===== src/rtl/cbfp0_reorder_buf.sv =====
// Ping-pong reorder buffer after the stage-0 CBFP normaliser: collects 4 beats x 16 lanes
// per 64-point block and re-emits them in stride-4 (transposed) order with the block shifts.
module cbfp0_reorder_buf #(
  parameter int unsigned DATA_WIDTH  = 11,
  parameter int unsigned SHIFT_WIDTH = 5,
  parameter int unsigned LANES       = 16
) (
  input  logic                          clk,
  input  logic                          rstn,
  input  logic                          din_valid,
  input  logic signed [DATA_WIDTH-1:0]  din_real [0:LANES-1],
  input  logic signed [DATA_WIDTH-1:0]  din_imag [0:LANES-1],
  input  logic        [SHIFT_WIDTH-1:0] shift_re_in,
  input  logic        [SHIFT_WIDTH-1:0] shift_im_in,
  output logic                          valid_out,
  output logic signed [DATA_WIDTH-1:0]  dout_real [0:LANES-1],
  output logic signed [DATA_WIDTH-1:0]  dout_imag [0:LANES-1],
  output logic        [SHIFT_WIDTH-1:0] shift_re_out,
  output logic        [SHIFT_WIDTH-1:0] shift_im_out,
  output logic        [7:0]             blk_cnt
);

  localparam logic ST_IDLE = 1'b0;
  localparam logic ST_READ = 1'b1;

  // Storage index is {bank, row, lane} on write and {bank, lane, row} on read.
  logic signed [DATA_WIDTH-1:0]  r_mem_re [0:127];
  logic signed [DATA_WIDTH-1:0]  r_mem_im [0:127];
  logic        [SHIFT_WIDTH-1:0] r_sh_re  [0:1];
  logic        [SHIFT_WIDTH-1:0] r_sh_im  [0:1];

  logic [1:0] r_wcnt;
  logic       r_wbank;
  logic [1:0] r_full;
  logic       r_state;
  logic       r_rbank;
  logic [1:0] r_rcnt;

  logic                          r_valid;
  logic signed [DATA_WIDTH-1:0]  r_dout_re [0:LANES-1];
  logic signed [DATA_WIDTH-1:0]  r_dout_im [0:LANES-1];
  logic        [SHIFT_WIDTH-1:0] r_shift_re;
  logic        [SHIFT_WIDTH-1:0] r_shift_im;
  logic        [7:0]             r_blk_cnt;

  logic       w_wr_done;
  logic       w_rd_go;
  logic       w_rd_bank;
  logic [1:0] w_rd_cnt;
  logic       w_rd_done;
  logic [1:0] w_full_nxt;

  assign w_wr_done = din_valid && (r_wcnt == 2'd3);

  // Idle entry emits beat 0 immediately, so a newly full bank costs no bubble.
  // With both banks full the older one is the one the writer will hit next.
  assign w_rd_go   = (r_state == ST_READ) || (r_full != 2'b00);
  assign w_rd_bank = (r_state == ST_READ) ? r_rbank :
                     ((&r_full) ? r_wbank : r_full[1]);
  assign w_rd_cnt  = (r_state == ST_READ) ? r_rcnt : 2'd0;
  assign w_rd_done = w_rd_go && (w_rd_cnt == 2'd3);

  always_comb begin
    w_full_nxt = r_full;
    if (w_rd_done) w_full_nxt[w_rd_bank] = 1'b0;
    if (w_wr_done) w_full_nxt[r_wbank] = 1'b1;
  end

  always_ff @(posedge clk) begin
    if (din_valid) begin
      for (int l = 0; l < LANES; l++) begin
        r_mem_re[{r_wbank, r_wcnt, 4'(l)}] <= din_real[l];
        r_mem_im[{r_wbank, r_wcnt, 4'(l)}] <= din_imag[l];
      end
    end
  end

  always_ff @(posedge clk or negedge rstn) begin
    if (!rstn) begin
      r_wcnt   <= 2'd0;
      r_wbank  <= 1'b0;
      r_full   <= 2'b00;
      r_sh_re  <= '{default: '0};
      r_sh_im  <= '{default: '0};
    end else begin
      r_full <= w_full_nxt;
      if (din_valid) r_wcnt <= r_wcnt + 2'd1;
      if (w_wr_done) begin
        r_sh_re[r_wbank] <= shift_re_in;
        r_sh_im[r_wbank] <= shift_im_in;
        r_wbank          <= ~r_wbank;
      end
    end
  end

  always_ff @(posedge clk or negedge rstn) begin
    if (!rstn) begin
      r_state    <= ST_IDLE;
      r_rbank    <= 1'b0;
      r_rcnt     <= 2'd0;
      r_valid    <= 1'b0;
      r_dout_re  <= '{default: '0};
      r_dout_im  <= '{default: '0};
      r_shift_re <= '0;
      r_shift_im <= '0;
      r_blk_cnt  <= 8'd0;
    end else if (w_rd_go) begin
      r_state    <= w_rd_done ? ST_IDLE : ST_READ;
      r_rbank    <= w_rd_bank;
      r_rcnt     <= w_rd_cnt + 2'd1;
      r_valid    <= 1'b1;
      r_shift_re <= r_sh_re[w_rd_bank];
      r_shift_im <= r_sh_im[w_rd_bank];
      for (int l = 0; l < LANES; l++) begin
        r_dout_re[l] <= r_mem_re[{w_rd_bank, 4'(l), w_rd_cnt}];
        r_dout_im[l] <= r_mem_im[{w_rd_bank, 4'(l), w_rd_cnt}];
      end
      if (w_rd_done) r_blk_cnt <= r_blk_cnt + 8'd1;
    end else begin
      r_state    <= ST_IDLE;
      r_rcnt     <= 2'd0;
      r_valid    <= 1'b0;
      r_dout_re  <= '{default: '0};
      r_dout_im  <= '{default: '0};
      r_shift_re <= '0;
      r_shift_im <= '0;
    end
  end

  assign valid_out    = r_valid;
  assign dout_real    = r_dout_re;
  assign dout_imag    = r_dout_im;
  assign shift_re_out = r_shift_re;
  assign shift_im_out = r_shift_im;
  assign blk_cnt      = r_blk_cnt;

  // A write into a still-full bank is only safe if that bank's last beat leaves this cycle.
  a_no_overflow : assert property (@(posedge clk) disable iff (!rstn)
    din_valid |-> !(r_full[r_wbank] && !(w_rd_done && (w_rd_bank == r_wbank))))
    else $error("reorder buffer overflow: write into full bank %0d", r_wbank);

endmodule

===== config.mk =====
export PLATFORM = sky130hd
export DESIGN_NAME = cbfp0_reorder_buf
export DESIGN_NICKNAME = d
export VERILOG_FILES = /design/src/rtl/cbfp0_reorder_buf.sv
export SDC_FILE = /design/constraint.sdc
export NUM_CORES = 2
export LEC_CHECK = 0
export ABC_AREA = 1
export CAP_MARGIN = 20
export CORE_MARGIN = 2
export CORE_UTILIZATION = 25
export DETAILED_ROUTE_END_ITERATION = 12
export DONT_BUFFER_PORTS = 1
export HOLD_SLACK_MARGIN = 0.02
export PLACE_DENSITY_LB_ADDON = 0.3
export SLEW_MARGIN = 20
export SYNTH_ARGS = -nofsm -noshare
export SYNTH_HDL_FRONTEND = slang
export SYNTH_SLANG_ARGS = --single-unit

===== constraint.sdc =====
create_clock -name clk -period 21.4 [get_ports clk]
set_clock_uncertainty 0.2 [all_clocks]
set_input_delay 1.07 -clock clk [delete_from_list [all_inputs] [get_ports clk]]
set_output_delay 1.07 -clock clk [all_outputs]
set_load 0.05 [all_outputs]

==> summary.md <==
| Metric | Value |
|---|---|
| Hold-fix buffers, CTS | approximately 370 |
| Vias/cell | 4.504 |
| Area enclosed by the die boundary | roughly 500000 sq um |
| Post-route DRC violation count | 0 |
| WP buf/inv | 6 |
| Adder and majority cell fraction of the synthesized area | less than 1% |
| Xor/xnor share of the synthesized area | 0.02893% |
| Final-report setup violation count | 0 |
| Number of different library cells in the post-synthesis netlist | 21 |
| Tightest Pin Transition | 1.103 ns |
| Pin count of the biggest net entering global routing | 150 |
| Leakage | between 50 and 60 nW |
| Vias in the first global route | 71390 |
| Clock buffer count from CTS | roughly 360 |
| Routability Congestion | ~0.77 |
| Async set or reset register ratio after synthesis | 12.44% |
| Post-route core utilization | between 20% and 30% |
| Path category of the worst min-delay check | flop to flop |
| Power density over the cells | 150.8 nW/um^2 |
| Crit-path max FO | around 130 |
| First-pass iteration count of the detailed router | 6 |
| Final max-slew violation count | 0 |
| Initial drt markers | between 6000 and 7000 |
| Total count of hold-check failures in the final report | 0 |
| Post-CTS Repair Setup Buffers | 0 |
| Max frequency | between 150 and 200 MHz |
| Crit path max-delay family | buffers and inverters |
| YS warnings | 0 |
| Total routed wire length on the met1 layer | between 150000 and 200000 microns |
| TritonCTS clock tree | yes |
| Data arrival time of the critical path | between 7 and 8 ns |
| Starting density of the core | about a quarter |
| Synthesized instance count | 9281 |
| Routed via count | approximately 73000 |
| # port buffers | 0 |
| Minimum clock period | approximately 6.5 ns |
| Critical Path Start Type | flop |
| Area growth syn-to-layout | 18.38% |
| First-pass GRT wire length | ~540000 microns |
| Sequential area share after synthesis | around four fifths |
| Max Cap Violations | 0 |
| Clock root buffer | sky130_fd_sc_hd__clkbuf_16 |
| Met3 layer wire length in the routed design | roughly 18000 microns |
| Highest metal layer with signal wires | met5 |
| Type of the worst setup path | flop to flop |
| Clk_lat worst skew | 0.96 ns |
| Worst EP required | 22.07 ns |
| Floorplan die width | roughly 700 microns |
| Cell seen most often among critical-path stages | sky130_fd_sc_hd__buf_4 |
| Antenna violation net count after detailed routing | 0 |
| Delay of the slowest cell on the worst path | 0.90 ns |
| Total GRT Usage | around 15% |
| Synth Cell Area | roughly 120000 sq um |
| Remaining global-route overflow | 0 |
| Initial antenna violation count | 88 |
| CP Capture Type | flop |
| Unrepaired setup endpoints after global routing | no |
| Post-detailed-route wirelength per cell | about 23 microns |
| Boundary pin count | between 700 and 800 |
| Fin nets | 9922 |
| Layout cells sized above 1 | ~7% |
| Largest family of logic cells by synthesized area | simple AND/OR/NAND/NOR gates |
| Maximum clock insertion buffer count | 4 |
| Clock tree sinks | roughly 3200 |
| Total wire length | roughly 370000 microns |
| Number of cells upsized or downsized after cts | 0 |
| Synthesized netlist net count | between 9000 and 10000 |
| Number of levels in the clock H-tree | 5 |
| Cell type of the slowest stage on the worst timing path | sky130_fd_sc_hd__buf_4 |
| Setup_tns | 0 ns |
| Worst slew slack as a fraction of its limit | around a quarter |
| Worst supply voltage drop on vdd | roughly 140 uV |
| Main flop type after synthesis | sky130_fd_sc_hd__edfxtp_1 |
| Average footprint of a synthesized cell | between 10 and 15 sq um |
| Height of the die | approximately 700 microns |
| Total core area | approximately 480000 sq um |
| Cell Chain, Critical Path | nand2_8 -> buf_4 -> buf_4 -> buf_4 -> buf_4 -> buf_12 -> buf_4 -> nand2_1 -> nand3_1 -> nand3_1 -> o21ai_1 |
| Filler cells | 48660 |
| Routed length on met2 | about 190000 microns |
| Compound-cell area share of the yosys netlist | 1.095% |
| Final Cycle Share | 30.34% |
| Clock-pin transition on the worst setup and hold timing paths | roughly 0.060 ns |
| Row count | 255 |
| Count of state elements after synthesis | 3216 |
| Number of flops mapped to enable cells by yosys | about 2800 |
| Post-DP HPWL | ~220000 microns |
| Run status | completed |
| Portion of netlist area occupied by mux cells | 0% |
| Area fraction in and, or, nand and nor cells after synthesis | between 10% and 20% |
==> per-layer routing <==
layer / vias to the layer above / GRT usage, %
met2: 1864 / 25.64
met3: 674 / 2.190
met4: 8 / 5.058
met5: - / 0
li1: 33720 / -
met1: 37210 / 18.44
==> per-stage QoR <==
step	hold WS, ns	setup WS, ns	std cells	power, W	cell area, sq um
final	0.2692	14.91	16310	0.02162	143400
after CTS	0.2715	14.76	16290	0.02203	143300
after detailed placement	0.2568	14.82	15250	0.01570	127900
after global placement	0.2522	14.91	15250	0.01566	127900
after floorplan	0.2422	4.139	9281	0.01351	121100
after global routing	0.2944	14.36	16300	0.02280	143300
==> final cells by class <==
| type | instances | area, sq um | area share (%) |
|---|---|---|---|
| sequential | 3216 | 94580 | 65.97 |
| multi-input combinational | 5433 | 23850 | 16.63 |
| clock buffer | 519 | 10060 | 7.016 |
| tap | 6425 | 8039 | 5.607 |
| timing repair buffer | 518 | 5030 | 3.508 |
| clock inverter | 148 | 1637 | 1.142 |
| inverter | 27 | 116.4 | 0.08116 |
| antenna | 26 | 65.06 | 0.04538 |
==> cell usage after synthesis (20+ instances only) <==
master	count	area, sq um
sky130_fd_sc_hd__nand2_1	2778	10430
sky130_fd_sc_hd__nor2_1	20	75.07
sky130_fd_sc_hd__clkbuf_1	259	972.2
sky130_fd_sc_hd__dfrtp_1	400	10010
sky130_fd_sc_hd__nand3_1	2357	11800
sky130_fd_sc_hd__inv_1	25	93.84
sky130_fd_sc_hd__buf_4	20	150.1
sky130_fd_sc_hd__o21ai_1	243	1216
sky130_fd_sc_hd__o21ai_0	22	110.1
sky130_fd_sc_hd__edfxtp_1	2816	84560
sky130_fd_sc_hd__buf_2	278	1391
sky130_fd_sc_hd__buf_1	48	180.2
==> worst min-delay path, stage by stage, from the launching register on <==
cell,delay [ns]
sky130_fd_sc_hd__dfrtp_1,0.34
sky130_fd_sc_hd__nand2_1,0.05
sky130_fd_sc_hd__nand2_1,0.05
==> kinds of logic after synthesis <==
family                   Yosys count
AO/OA/AOI/OAI                    265
flip-flops                      3216
adder cells (fa/ha/maj)            3
AND/OR/NAND/NOR                 5161
XOR/XNOR                           4
buffers and inverters            632
==> path summary, 6_finish.rpt <==
kind                            start         endpoint  slack, ns  depth (start not counted)
max in group asynchronous        rstn   dout_real[160]      18.33                          4
max reg2reg                 r_rcnt[0]    dout_real[60]      14.91                         11
min                        r_sh_im[7]  shift_im_out[2]       0.27                          2
min reg2reg                r_sh_im[7]  shift_im_out[2]       0.27                          2
min in group asynchronous        rstn   dout_imag[145]       0.63                          2
max                         r_rcnt[0]    dout_real[60]      14.91                         11
==> cell usage in the layout (no fill, tap or decap), types with 4 or more instances in the layout <==
| cell type | Yosys | layout |
|---|---|---|
| sky130_fd_sc_hd__edfxtp_1 | 2816 | 2816 |
| sky130_fd_sc_hd__nand2_1 | 2778 | 2776 |
| sky130_fd_sc_hd__nand3_1 | 2357 | 2357 |
| sky130_fd_sc_hd__dfrtp_1 | 400 | 397 |
| sky130_fd_sc_hd__dlygate4sd3_1 | 0 | 364 |
| sky130_fd_sc_hd__clkbuf_16 | 0 | 362 |
| sky130_fd_sc_hd__o21ai_1 | 243 | 243 |
| sky130_fd_sc_hd__buf_4 | 20 | 138 |
| sky130_fd_sc_hd__clkbuf_1 | 259 | 116 |
| sky130_fd_sc_hd__clkinv_1 | 0 | 49 |
| sky130_fd_sc_hd__clkbuf_8 | 0 | 41 |
| sky130_fd_sc_hd__clkinv_2 | 0 | 37 |
| sky130_fd_sc_hd__diode_2 | 0 | 26 |
| sky130_fd_sc_hd__inv_1 | 25 | 25 |
| sky130_fd_sc_hd__o21ai_0 | 22 | 22 |
| sky130_fd_sc_hd__clkinv_16 | 0 | 17 |
| sky130_fd_sc_hd__bufinv_16 | 0 | 14 |
| sky130_fd_sc_hd__clkinv_4 | 0 | 12 |
| sky130_fd_sc_hd__buf_12 | 0 | 12 |
| sky130_fd_sc_hd__nor2_1 | 20 | 11 |
| sky130_fd_sc_hd__nor2_4 | 0 | 9 |
| sky130_fd_sc_hd__inv_8 | 0 | 5 |
| sky130_fd_sc_hd__clkinvlp_4 | 0 | 5 |
| sky130_fd_sc_hd__inv_6 | 0 | 4 |
| sky130_fd_sc_hd__clkinv_8 | 0 | 4 |
| sky130_fd_sc_hd__buf_16 | 0 | 4 |
==> power by group <==
part	total [W]	internal, W	switching [W]
combinational	0.00583	0.00145	0.00438
clock	0.00610	0.00347	0.00263
sequential	0.00968	0.00779	0.00189
total	0.0216	0.0127	0.00890
==> registers in the layout, indices dropped and copies added, names as in the netlist, 8 cells and up <==
| signal | flops |
|---|---|
| r_mem_re | 1408 |
| dout_imag | 176 |
| r_sh_re | 10 |
| r_sh_im | 10 |
| dout_real | 176 |
| blk_cnt | 8 |
| r_mem_im | 1408 |
(Power assumes the default switching activity.)
